## config.mk

```make
export PLATFORM = sky130hd
export DESIGN_NAME = audio_dc_ramp
export DESIGN_NICKNAME = d
export VERILOG_FILES = /design/src/rtl/audio_pkg.sv /design/src/rtl/audio_hp_chan.sv /design/src/rtl/audio_dc_ramp.sv
export SDC_FILE = /design/constraint.sdc
export NUM_CORES = 1
export LEC_CHECK = 0
export CAP_MARGIN = 40
export CORE_MARGIN = 5
export CORE_UTILIZATION = 30
export CTS_BUF_LIST = sky130_fd_sc_hd__clkbuf_8
export DETAILED_ROUTE_END_ITERATION = 16
export HOLD_SLACK_MARGIN = 0.15
export PLACE_DENSITY_LB_ADDON = 0.05
export SETUP_SLACK_MARGIN = 0.3
export SLEW_MARGIN = 40
export SYNTH_ARGS = -nofsm -noshare
export SYNTH_HDL_FRONTEND = slang
export SYNTH_HIERARCHICAL = 1
export SYNTH_SLANG_ARGS = --single-unit
```

## constraint.sdc

```tcl
create_clock -name clk_sys -period 7.9 [get_ports clk_sys]
set_clock_uncertainty 0.2 [all_clocks]
set_input_delay 1.58 -clock clk_sys [delete_from_list [all_inputs] [get_ports clk_sys]]
set_output_delay 1.58 -clock clk_sys [all_outputs]
set_load 0.1 [all_outputs]
```

## src/rtl/audio_pkg.sv

```systemverilog
// audio_pkg: shared sample/accumulator types, FSM states and 16-bit saturation for audio_dc_ramp
// Contents: sample_t (16-bit signed), acc_t (26-bit signed), state_t, SAMPLE_MAX/SAMPLE_MIN, sat16()
package audio_pkg;
  typedef logic signed [15:0] sample_t;
  typedef logic signed [25:0] acc_t;
  typedef enum logic [2:0] {IDLE, LATCH, CALC_L, CALC_R, OUT} state_t;
  localparam sample_t SAMPLE_MAX = 16'sh7FFF;
  localparam sample_t SAMPLE_MIN = 16'sh8000;
  function automatic sample_t sat16(acc_t a);
    return a > acc_t'(SAMPLE_MAX) ? SAMPLE_MAX : a < acc_t'(SAMPLE_MIN) ? SAMPLE_MIN : a[15:0];
  endfunction
endpackage

```

## src/rtl/audio_hp_chan.sv

```systemverilog
// audio_hp_chan: one channel of the DC-blocking high-pass, state advances when en_i is high
// Ports: clk_i clock, rst_i async active-high reset, en_i update strobe,
//        x_i signed input sample, y_o signed filtered sample (integer part).
// With AUDIO_DCBLOCK_EN undefined the channel is a wire (y_o = x_i) and holds no state.
module audio_hp_chan
  import audio_pkg::*;
#(
  parameter int HP_SHIFT = 10
) (
  input  logic    clk_i,
  input  logic    rst_i,
  input  logic    en_i,
  input  sample_t x_i,
  output sample_t y_o
);
`ifdef AUDIO_DCBLOCK_EN
  localparam acc_t Y_MAX = acc_t'(8388607);
  localparam acc_t Y_MIN = acc_t'(-8388608);
  sample_t xp_q;
  logic signed [23:0] yp_q, y_d;
  acc_t y_full;
  // y_prev carries 8 fractional bits; a full-scale step can exceed the 24-bit store, so clamp it
  always_comb begin
    y_full = (acc_t'(x_i) <<< 8) - (acc_t'(xp_q) <<< 8) + acc_t'(yp_q) - (acc_t'(yp_q) >>> HP_SHIFT);
    y_d = y_full > Y_MAX ? 24'sh7FFFFF : y_full < Y_MIN ? 24'sh800000 : y_full[23:0];
  end
  assign y_o = y_d[23:8];
  always_ff @(posedge clk_i or posedge rst_i)
    if (rst_i) begin
      xp_q <= '0;
      yp_q <= '0;
    end else if (en_i) begin
      xp_q <= x_i;
      yp_q <= y_d;
    end
`else
  logic unused;
  assign unused = ^{clk_i, rst_i, en_i};
  assign y_o = x_i;
`endif
endmodule

```

## src/rtl/audio_dc_ramp.sv

```systemverilog
// audio_dc_ramp: DC-blocking high-pass plus click-free soft-start/soft-mute gain ramp for the stereo DAC path
// Ports: clk_sys clock, reset async active-high, ce 28 MHz enable, mute fade request,
//        in_l/in_r signed core samples, out_l/out_r signed conditioned samples,
//        sample_stb one-cycle update pulse, ramp_done gain at full scale, silent gain at zero.
// Optional feature: AUDIO_DCBLOCK_EN enables the high-pass; undefined gives y = x with identical timing.
module audio_dc_ramp
  import audio_pkg::*;
#(
  parameter int CE_DIV    = 583,
  parameter int GAIN_BITS = 10,
  parameter int HP_SHIFT  = 10
) (
  input  logic               clk_sys,
  input  logic               reset,
  input  logic               ce,
  input  logic               mute,
  input  logic signed [15:0] in_l,
  input  logic signed [15:0] in_r,
  output logic signed [15:0] out_l,
  output logic signed [15:0] out_r,
  output logic               sample_stb,
  output logic               ramp_done,
  output logic               silent
);
  localparam int CW = $clog2(CE_DIV);
  localparam logic [CW-1:0] DIV_LAST = CW'(CE_DIV - 1);
  localparam logic [CW-1:0] DIV_ONE = CW'(1);
  localparam logic [GAIN_BITS:0] GAIN_FULL = {1'b1, {GAIN_BITS{1'b0}}};
  localparam logic [GAIN_BITS:0] GAIN_ONE = {{GAIN_BITS{1'b0}}, 1'b1};
  logic [CW-1:0] div_q;
  logic tick_q, mute_q;
  logic [GAIN_BITS:0] gain_q, gain_d;
  state_t state_q;
  sample_t lat_l_q, lat_r_q, pl_q, y_l, y_r, y_sel, p;
  acc_t prod;
  always_ff @(posedge clk_sys or posedge reset)
    if (reset) begin
      div_q  <= '0;
      tick_q <= 1'b0;
    end else begin
      tick_q <= ce && div_q == DIV_LAST;
      if (ce) div_q <= div_q == DIV_LAST ? '0 : div_q + DIV_ONE;
    end
  audio_hp_chan #(.HP_SHIFT(HP_SHIFT)) u_hp_l (
    .clk_i(clk_sys), .rst_i(reset), .en_i(state_q == CALC_L), .x_i(lat_l_q), .y_o(y_l)
  );
  audio_hp_chan #(.HP_SHIFT(HP_SHIFT)) u_hp_r (
    .clk_i(clk_sys), .rst_i(reset), .en_i(state_q == CALC_R), .x_i(lat_r_q), .y_o(y_r)
  );
  // One multiplier serves both channels: left in CALC_L, right in CALC_R
  always_comb begin
    gain_d = mute_q ? (gain_q != '0 ? gain_q - GAIN_ONE : gain_q)
                    : (gain_q != GAIN_FULL ? gain_q + GAIN_ONE : gain_q);
    y_sel  = state_q == CALC_L ? y_l : y_r;
    prod   = acc_t'(y_sel) * acc_t'($signed({1'b0, gain_q}));
    p      = sat16(prod >>> GAIN_BITS);
  end
  always_ff @(posedge clk_sys or posedge reset)
    if (reset) begin
      state_q    <= IDLE;
      lat_l_q    <= '0;
      lat_r_q    <= '0;
      mute_q     <= 1'b0;
      pl_q       <= '0;
      gain_q     <= '0;
      out_l      <= '0;
      out_r      <= '0;
      sample_stb <= 1'b0;
      ramp_done  <= 1'b0;
      silent     <= 1'b1;
    end else begin
      sample_stb <= 1'b0;
      case (state_q)
        IDLE: if (tick_q) begin
          state_q <= LATCH;
          lat_l_q <= in_l;
          lat_r_q <= in_r;
          mute_q  <= mute;
        end
        LATCH: state_q <= CALC_L;
        CALC_L: begin
          pl_q    <= p;
          state_q <= CALC_R;
        end
        CALC_R: begin
          out_l      <= pl_q;
          out_r      <= p;
          gain_q     <= gain_d;
          ramp_done  <= gain_d == GAIN_FULL;
          silent     <= gain_d == '0;
          sample_stb <= 1'b1;
          state_q    <= OUT;
        end
        OUT: state_q <= IDLE;
        default: state_q <= IDLE;
      endcase
    end
  // CE_DIV >= 8 guarantees the pipeline has drained before the next tick
  tick_idle_a: assert property (@(posedge clk_sys) disable iff (reset) tick_q |-> state_q == IDLE);
endmodule

```

==> flow_metrics.tcl <==
set metrics [dict create \
    outcome "complete, no violations" \
    viasPerCell 4.56 \
    syn_inst 1281 \
    ant_nets 0 \
    cts_max_level 3 \
    dieArea_sq_um 42200 \
    grt_pass1_wl_um 51800 \
    async_flop_share_pct 100 \
    critPathSlowestCell "fa_1" \
    num_rows 71 \
    first_pass_iters 4 \
    coreArea_sq_um 37700 \
    critical_path_class "reg2reg" \
    postSynthAreaPerCell_sq_um 8.95 \
    synth_edf_count 0 \
    hold_violations 0 \
    fillers 4025 \
    p_leak_nw 6.36 \
    cts_tree "done" \
    initial_core_util_pct 30.4 \
    layout_common_cells "nand2_1, inv_1, fa_1" \
    dp_cells 1779 \
    syn_nets 1526 \
    arrival_ns 7.29 \
    numClockSinks 109 \
    ys_seq_area_share_pct 23.8 \
    cpMostUsedCell "fa_1" \
    fin_crit_sh_pct 90.7 \
    grt_max_degree 62 \
    antenna_found_initial 0 \
    num_vias 8186 \
    grt-ovfl-total 0 \
    ir_worst_vdd_v 0.000128 \
    critPathMaxFanout 15 \
    met1_length_um 15500 \
    synthFlopType "dfrtp_1" \
    crit_path_end_kind "register" \
    path_cells "or3b_2 > inv_2 > buf_4 > nand2_1 > nand2_1 > nand2_1 > fa_1 > fa_1 > inv_1 > fa_1 > fa_1 > inv_1 > fa_1 > inv_1 > ha_1 > a21o_1 > a31o_2 > nand2_1 > o211ai_4 > a311o_2 > o21a_1 > o31ai_1" \
    cpPeakStageDelay_ns 0.55 \
    yosysWarnings 6 \
    post_route_cells_drive_above_1_share_pct 9.81 \
    cts_setup_buffers 0 \
    cp_top_family "adder cells" \
    cts_hold_buf 0 \
    fin_cells 1795 \
    fmax_mhz 140 \
    cts_buffers 9 \
    clockBufferDepth 2 \
    fin_crit_ns 7.17 \
    grt.total_usage_pct 15.9 \
    worst_pin_slew_ns 0.755 \
    place.port_buffers 70 \
    io_pins 71 \
    insertion_delay_ns 0.42 \
    clockRootBuffer "clkbuf_8" \
    rsz0062_at_grt "no" \
    cts-resized-gates 0 \
    die_height_um 205 \
    slew_headroom_pct 49.7 \
    route.detailed.drc 0 \
    first_iter_violations 278 \
    wl_per_cell_um 17.6 \
    netlist_area_sq_um 11500 \
    crit_required_ns 8.02 \
    final-max-slew-violation-count 0 \
    antenna_cells 0 \
    highest_layer "met4" \
    startpoint_type "register" \
    area.growth.synth_to_final_pct 8.79 \
    dr_wl_met2_um 14700 \
    cp_num_buf_inv 5 \
    power_density_nw_per_um2 80.9 \
    dp_hpwl_um 24300 \
    cap_violations 0 \
    ys_types 66 \
    ys_ff_latch 109 \
    setup_tns_ns 0 \
    finalNetCount 1524 \
    grt_pass1_vias 9013 \
    drt-total-wl_um 31600 \
    worstHoldPathType "reg2reg" \
    die_x_um 205 \
    dr_wl_met3_um 738 \
    finalSetupViolations 0 \
    mostFrequentLayoutCell "nand2_1" \
    path_clk_slew_ns 0.13 \
    place.gp.congestion 0.807 \
]
-- power breakdown --
| part | total (mW) | internal, mW | switching, mW |
|---|---|---|---|
| Combinational | 0.0674 | 0.0344 | 0.0330 |
| Sequential | 0.596 | 0.574 | 0.0224 |
| Clock | 0.346 | 0.120 | 0.226 |
| Total | 1.01 | 0.729 | 0.281 |
-- flip-flops by register name, summed over array words and instances (netlist names) --
name        count
div_q          10
gain_q         11
lat_l_q        16
lat_r_q        16
mute_q          1
out_l          16
out_r          16
pl_q           16
ramp_done       1
sample_stb      1
silent          1
state_q         3
tick_q          1
-- synth_stat cells, types with 3 or more instances --
master | n | area share, %
o21ai_0 | 31 | 1.4
a31oi_1 | 4 | 0.22
and2_1 | 55 | 3.0
a21o_1 | 6 | 0.39
a21oi_1 | 19 | 0.83
o22ai_1 | 6 | 0.33
nand4_1 | 16 | 0.87
xor2_1 | 18 | 1.4
nand3_1 | 21 | 0.92
o2111ai_1 | 3 | 0.23
dfrtp_1 | 108 | 24
nand2_1 | 267 | 8.7
a31o_2 | 3 | 0.23
and4_1 | 4 | 0.31
o21a_1 | 3 | 0.20
nor2_1 | 34 | 1.1
inv_1 | 215 | 7.0
nor3_1 | 16 | 0.70
or3_1 | 4 | 0.22
and3_1 | 9 | 0.49
a211oi_1 | 5 | 0.33
buf_4 | 33 | 2.2
o31ai_1 | 9 | 0.59
xnor2_1 | 23 | 1.8
or4_1 | 3 | 0.20
fa_1 | 152 | 27
or2_2 | 3 | 0.16
nor4_1 | 6 | 0.33
mux2_2 | 33 | 3.2
ha_1 | 57 | 6.2
mux2i_1 | 7 | 0.61
clkbuf_1 | 65 | 2.1
-- per-layer routing --
metal	up-vias	global-route usage [%]
met1	4117	22.2
met2	89	25.8
met5	-	0
met3	25	2.25
met4	0	4.55
li1	3955	-
-- worst paths after layout --
kind,startpoint,endpoint,slack (ns),cells past startpoint
hold reg to reg,pl_q[6],out_l[6],0.28,2
max in group asynchronous,reset,lat_l_q[4],5.09,3
hold / removal,pl_q[6],out_l[6],0.28,2
setup reg to reg,state_q[0],out_r[9],0.73,22
setup / recovery,state_q[0],out_r[9],0.73,22
min in group asynchronous,reset,div_q[8],1.39,2
-- final cells by class --
cell class	count	area, sq um	share of cell area, %
multi-input combinational	855	7440	59.7
sequential	109	2730	21.9
inverter	216	813	6.52
timing repair buffer	88	664	5.33
tap	511	639	5.13
clock buffer	9	124	0.993
clock inverter	7	60.1	0.482
-- worst min-delay path: cells and delay by family, from the launching register on --
family	cells	cell delay [ns]
DFF	1	0.37
and+or+nand+nor	2	0.10
-- cells by family after synthesis --
logic type	share of synthesized area (%)
adders and majority gates	32.8
DFF	23.8
muxes	3.95
AOI/OAI and AO/OA	6.59
buffers and inverters	11.5
and+or+nand+nor	18.1
xor gates and xnor gates	3.33
-- metrics by stage --
| stage | total power [mW] | cell area [sq um] | util, % | hold slack (ns) | setup WS, ns |
|---|---|---|---|---|---|
| floorplan | 0.642 | 11500 | - | 0.239 | 1.42 |
| global placement | 0.676 | 12400 | 33.0 | 0.259 | 0.697 |
| detailed placement | 0.677 | 12300 | 32.6 | 0.258 | 0.665 |
| CTS | 1.04 | 12500 | 33.1 | 0.289 | 0.585 |
| global route | 1.06 | 12500 | 33.1 | 0.303 | 0.350 |
| finish | 1.01 | 12500 | 33.1 | 0.280 | 0.734 |
No activity file was read; power rests on OpenSTA's default activity.
